==> src/rtl/updown_counter_pkg.sv <==
// Shared constants for the up/down counter: encoding of the incrementer's
// prefix-structure selector.
package updown_counter_pkg;

  localparam int SPEED_SERIAL = 0;
  localparam int SPEED_BK     = 1;
  localparam int SPEED_SKL    = 2;

endpackage

==> src/rtl/IncDec.sv <==
// Combinational incrementer/decrementer: y_o = a_i + 1 (dec_i=0) or a_i - 1 (dec_i=1), modulo 2^width.
// Bit i toggles when all lower bits are 1 (inc) or 0 (dec); speed picks the prefix-AND network.
module IncDec
  import updown_counter_pkg::*;
#(
  parameter int width = 8,
  parameter int speed = SPEED_SERIAL
) (
  input  logic [width-1:0] a_i,
  input  logic             dec_i,
  output logic [width-1:0] y_o
);

  localparam int N  = width - 1;
  localparam int LG = (N > 1) ? $clog2(N) : 1;

  logic [N-1:0] p;
  logic [N-1:0] pre;

  assign p   = dec_i ? ~a_i[N-1:0] : a_i[N-1:0];
  assign y_o = a_i ^ {pre, 1'b1};

  if (speed == SPEED_SKL) begin : g_sklansky
    for (genvar l = 0; l < LG; l++) begin : g_lvl
      logic [N-1:0] prv;
      logic [N-1:0] nxt;
      if (l == 0) begin : g_in
        assign prv = p;
      end else begin : g_chain
        assign prv = g_lvl[l-1].nxt;
      end
      for (genvar i = 0; i < N; i++) begin : g_bit
        if (((i >> l) & 1) == 1) begin : g_op
          assign nxt[i] = prv[i] & prv[((i >> l) << l) - 1];
        end else begin : g_pass
          assign nxt[i] = prv[i];
        end
      end
    end
    assign pre = g_lvl[LG-1].nxt;

  end else if (speed == SPEED_BK) begin : g_brent_kung
    // Stages 0..LG-1 are the up-sweep, the rest fill in the odd positions on the way down.
    for (genvar s = 0; s < 2*LG-1; s++) begin : g_stg
      localparam int  L  = (s < LG) ? s : 2*LG-2-s;
      localparam bit  UP = (s < LG);
      logic [N-1:0] prv;
      logic [N-1:0] nxt;
      if (s == 0) begin : g_in
        assign prv = p;
      end else begin : g_chain
        assign prv = g_stg[s-1].nxt;
      end
      for (genvar i = 0; i < N; i++) begin : g_bit
        if (UP ? (((i + 1) % (2**(L+1))) == 0)
               : ((i >= 2**(L+1)) && (((i + 1) % (2**(L+1))) == 2**L))) begin : g_op
          assign nxt[i] = prv[i] & prv[i - 2**L];
        end else begin : g_pass
          assign nxt[i] = prv[i];
        end
      end
    end
    assign pre = g_stg[2*LG-2].nxt;

  end else begin : g_serial
    always_comb begin
      logic acc;
      // NOTE: blocking assignments in combinational logic; acc is a running temporary.
      acc = 1'b1;
      for (int i = 0; i < N; i++) begin
        acc    = acc & p[i];
        pre[i] = acc;
      end
    end
  end

endmodule

==> src/rtl/updown_counter.sv <==
// Registered up/down counter with wrap or saturate boundary handling.
// Optional sticky overflow flag with clear input when UPDOWN_COUNTER_STICKY_EN is defined.
module updown_counter
  import updown_counter_pkg::*;
#(
  parameter int               width   = 8,
  parameter int               speed   = SPEED_SERIAL,
  parameter logic [width-1:0] RST_VAL = '0
) (
  input  logic             clk_i,
  input  logic             rst_ni,
  input  logic             LD,
  input  logic [width-1:0] D,
  input  logic             EN,
  input  logic             DEC,
  input  logic             SAT,
  output logic [width-1:0] Q,
  output logic             TC,
  output logic             OVF
`ifdef UPDOWN_COUNTER_STICKY_EN
  ,
  input  logic             OVF_CLR,
  output logic             OVF_STICKY
`endif
);

  logic [width-1:0] q_q, q_d;
  logic             ovf_q, ovf_d;
  logic [width-1:0] cand;

  IncDec #(.width(width), .speed(speed)) u_incdec (
    .a_i  (q_q),
    .dec_i(DEC),
    .y_o  (cand)
  );

  assign TC = DEC ? ~|q_q : &q_q;

  always_comb begin
    // NOTE: defaults first so every path assigns both outputs and no latch is inferred.
    q_d   = q_q;
    ovf_d = 1'b0;
    if (LD) begin
      q_d = D;
    end else if (EN) begin
      ovf_d = TC;
      if (!(TC && SAT)) q_d = cand;
    end
  end

  always_ff @(posedge clk_i) begin
    if (!rst_ni) begin
      q_q   <= RST_VAL;
      ovf_q <= 1'b0;
    end else begin
      q_q   <= q_d;
      ovf_q <= ovf_d;
    end
  end

  assign Q   = q_q;
  assign OVF = ovf_q;

`ifdef UPDOWN_COUNTER_STICKY_EN
  logic sticky_q, sticky_d;

  // A boundary event landing on the same edge as a clear keeps the flag set.
  assign sticky_d = ovf_d | (sticky_q & ~OVF_CLR);

  always_ff @(posedge clk_i) begin
    if (!rst_ni) sticky_q <= 1'b0;
    else         sticky_q <= sticky_d;
  end

  assign OVF_STICKY = sticky_q;
`endif

endmodule

==> config.mk <==
export PLATFORM = sky130hd
export DESIGN_NAME = updown_counter
export DESIGN_NICKNAME = d
export VERILOG_FILES = /design/src/rtl/updown_counter_pkg.sv /design/src/rtl/IncDec.sv /design/src/rtl/updown_counter.sv
export SDC_FILE = /design/constraint.sdc
export NUM_CORES = 1
export LEC_CHECK = 0
export CORE_MARGIN = 8
export CORE_UTILIZATION = 39
export CTS_CLUSTER_SIZE = 16
export DETAILED_ROUTE_END_ITERATION = 10
export PLACE_DENSITY = 0.74
export SYNTH_ARGS = -nofsm -noshare
export SYNTH_HDL_FRONTEND = slang
export SYNTH_SLANG_ARGS = --single-unit
==> constraint.sdc <==
create_clock -name clk_i -period 1.8 [get_ports clk_i]
set_input_delay 0.45 -clock clk_i [delete_from_list [all_inputs] [get_ports clk_i]]
set_output_delay 0.45 -clock clk_i [all_outputs]
set_load 0.005 [all_outputs]
==> metrics.txt <==
status completed; Placer Congestion 0.770; Max Slew Vio Count 0; vias in the first global route 811; RSZ-0062 raised after global routing yes; peak supply drop 0.309 mV; first-pass GRT wire length 3.46 mm; final setup fails 0; worst slew pin tran 0.439 ns; Die H 57.6 µm; kind of critical path register to primary output; post-layout min period 1.78 ns; Total GRT Usage 0.132; Post-Syn Nets 90; Syn Inst Count 76; total chip power 619 µW; # nets final 128; Post-Syn Area 674 µm²; Syn Area/Cell 8.87 µm²; critical path endpoint category primary output; max_slew headroom 0.707; drt first pass iters 4; power per cell area 588 nW/µm²; worst skew pair latency 0.27 ns; initial core utilization 0.404; Buffers on Ports 23; clock sink count 9; Lkg Pwr 0.000398 µW; final hold vios 0; sequential area share after synthesis 0.267; Core Area 1670 µm²; Worst Reg-to-Reg Cells 6; leading area contributor after synthesis dfxtp_1; detailed-placement wirelength estimate 1.57 mm; Crit path required time 1.35 ns; DR vias 743; Yosys reg bits 9; clock skew 0.00178 ns; WP data arrival 1.33 ns; Hold Crit Class register to register; Tcrit/Tclk final 0.987; drt drc 0; TritonCTS clock tree done; yosys warns 0; startpoint types register; top area cells in the synthesized netlist dfxtp_1, xnor2_1, o21ai_0, a21oi_1, a2111oi_4; initial antenna violation count 0; Core Rows 15; Clock transition at path regs 0.07 ns; share of cells above drive strength 1 0.327; number of buffers created by CTS 3; Yosys top cell area share 0.267; total gr overflow 0; drt total wl 2.09 mm; Via density 5.72; drt initial violations 17; max_cap viols 0; Avg WL per Cell 16.1 µm; CTS max path bufs 2; I/O pins 24; die area 3320 µm²; hold slack 0.706 ns; Distinct cells, synth 34; Critical Path Fanout Max 3; root buffer cell clkbuf_4; Die W 57.6 µm; largest net degree at the start of global routing 18; Min-Delay Path Depth 3; # diodes 0; max frequency 563 MHz; DRT antenna net count 0; area added between synthesis and finish 56.2%; H-Tree Level Count 1
## cells by family after synthesis
family                 after synthesis  synth area share
AND/OR/NAND/NOR                     29             0.328
AO/OA/AOI/OAI                       22             0.213
flip-flops                           9             0.267
buffers and inverters                8            0.0872
XOR/XNOR                             8             0.104
## cells in the final DEF, fill, tap and decap left out, drive strengths merged, types with 2 or more instances in the layout
master / count
clkbuf: 4
o22ai: 2
o21ai: 9
nand2: 3
nor3b: 2
a21oi: 7
clkdlybuf4s50: 21
buf: 18
and4: 2
a211oi: 2
nand3: 3
nor3: 5
nand4: 2
xnor2: 7
nor4b: 2
dfxtp: 9
inv: 2
nor4: 3
## final timing paths
path,from,end,slack [ns]
setup / recovery,Q[2],TC,0.02
hold / removal,Q[2],Q[2],0.71
setup reg to reg,Q[0],Q[7],0.07
hold reg to reg,Q[2],Q[2],0.71
## sequential cells by signal, summed over array words and instances (netlist names)
register / flops
Q: 8
OVF: 1
## worst max-delay path: stages (launching register included)
cell     delay [ns]
dfxtp_2        0.37
and4b_2        0.26
nand3_2        0.10
o22ai_2        0.19
buf_2          0.14
## area by class of cell
cell class | instances | area, µm²
fillers | 149 | 617
flip-flops and latches | 9 | 188
multi-input cells | 59 | 463
repair buffers | 39 | 348
clock buffers | 4 | 26.3
inverters | 2 | 7.51
well taps | 17 | 21.3
## synth_stat cells
| library cell | instances |
|---|---|
| nor4b_4 | 1 |
| buf_4 | 2 |
| a2111oi_4 | 1 |
| a211oi_1 | 2 |
| inv_1 | 2 |
| nor4b_1 | 1 |
| and4b_2 | 1 |
| dlygate4sd1_1 | 1 |
| a2bb2oi_1 | 1 |
| o22ai_1 | 2 |
| a21oi_1 | 7 |
| nand2_2 | 1 |
| and3_2 | 1 |
| and4_1 | 2 |
| nor4_1 | 3 |
| o21ai_0 | 9 |
| clkbuf_2 | 1 |
| xnor2_1 | 7 |
| nor3b_1 | 1 |
| xor2_1 | 1 |
| nand2_1 | 2 |
| nor3_2 | 1 |
| dfxtp_1 | 9 |
| nand3_1 | 3 |
| nor2b_1 | 1 |
| nand2b_1 | 1 |
| or3_1 | 1 |
| nor3_4 | 1 |
| nand4b_1 | 1 |
| nor2_1 | 1 |
| nand4_1 | 2 |
| nor3_1 | 3 |
| buf_6 | 2 |
| nor3b_2 | 1 |
## timing repair
item | in CTS | in global routing
pin swaps | 2 | 8
cloned | 0 | 0
setup endpoints to repair | 10 | 9
hold buffers | 0 | 0
buffers inserted | 0 | 2
resized for setup | 11 | 9
## stage by stage
step / utilization / setup TNS, ns / setup slack (ns) / area, µm² / instances
2_1_floorplan: - / 0 / 0.0726 / 674 / 76
4_1_cts: 0.611 / 0 / 0.00209 / 1020 / 128
3_3_place_gp: 0.587 / -3.87 / -0.705 / 980 / 124
6_report: 0.631 / 0 / 0.0228 / 1050 / 130
5_1_grt: 0.631 / -0.133 / -0.0525 / 1050 / 130
3_5_place_dp: 0.587 / -4.41 / -0.727 / 980 / 124
## report_power, final
part / internal [µW] / switching, µW / leakage, µW
clock network: 85.9 / 82.2 / 0.0000150
registers: 216 / 15.7 / 0.0000761
logic: 126 / 93.3 / 0.000307
total: 428 / 191 / 0.000398
## routing by layer
metal	GRT usage	vias to the layer above	share of wire
met1	0.132	346	0.39
li1	-	358	-
met2	0.228	28	0.50
met4	0.0750	0	0.029
met5	0	-	0
met3	0.0493	11	0.080
No activity file was read; power rests on OpenSTA's default activity.
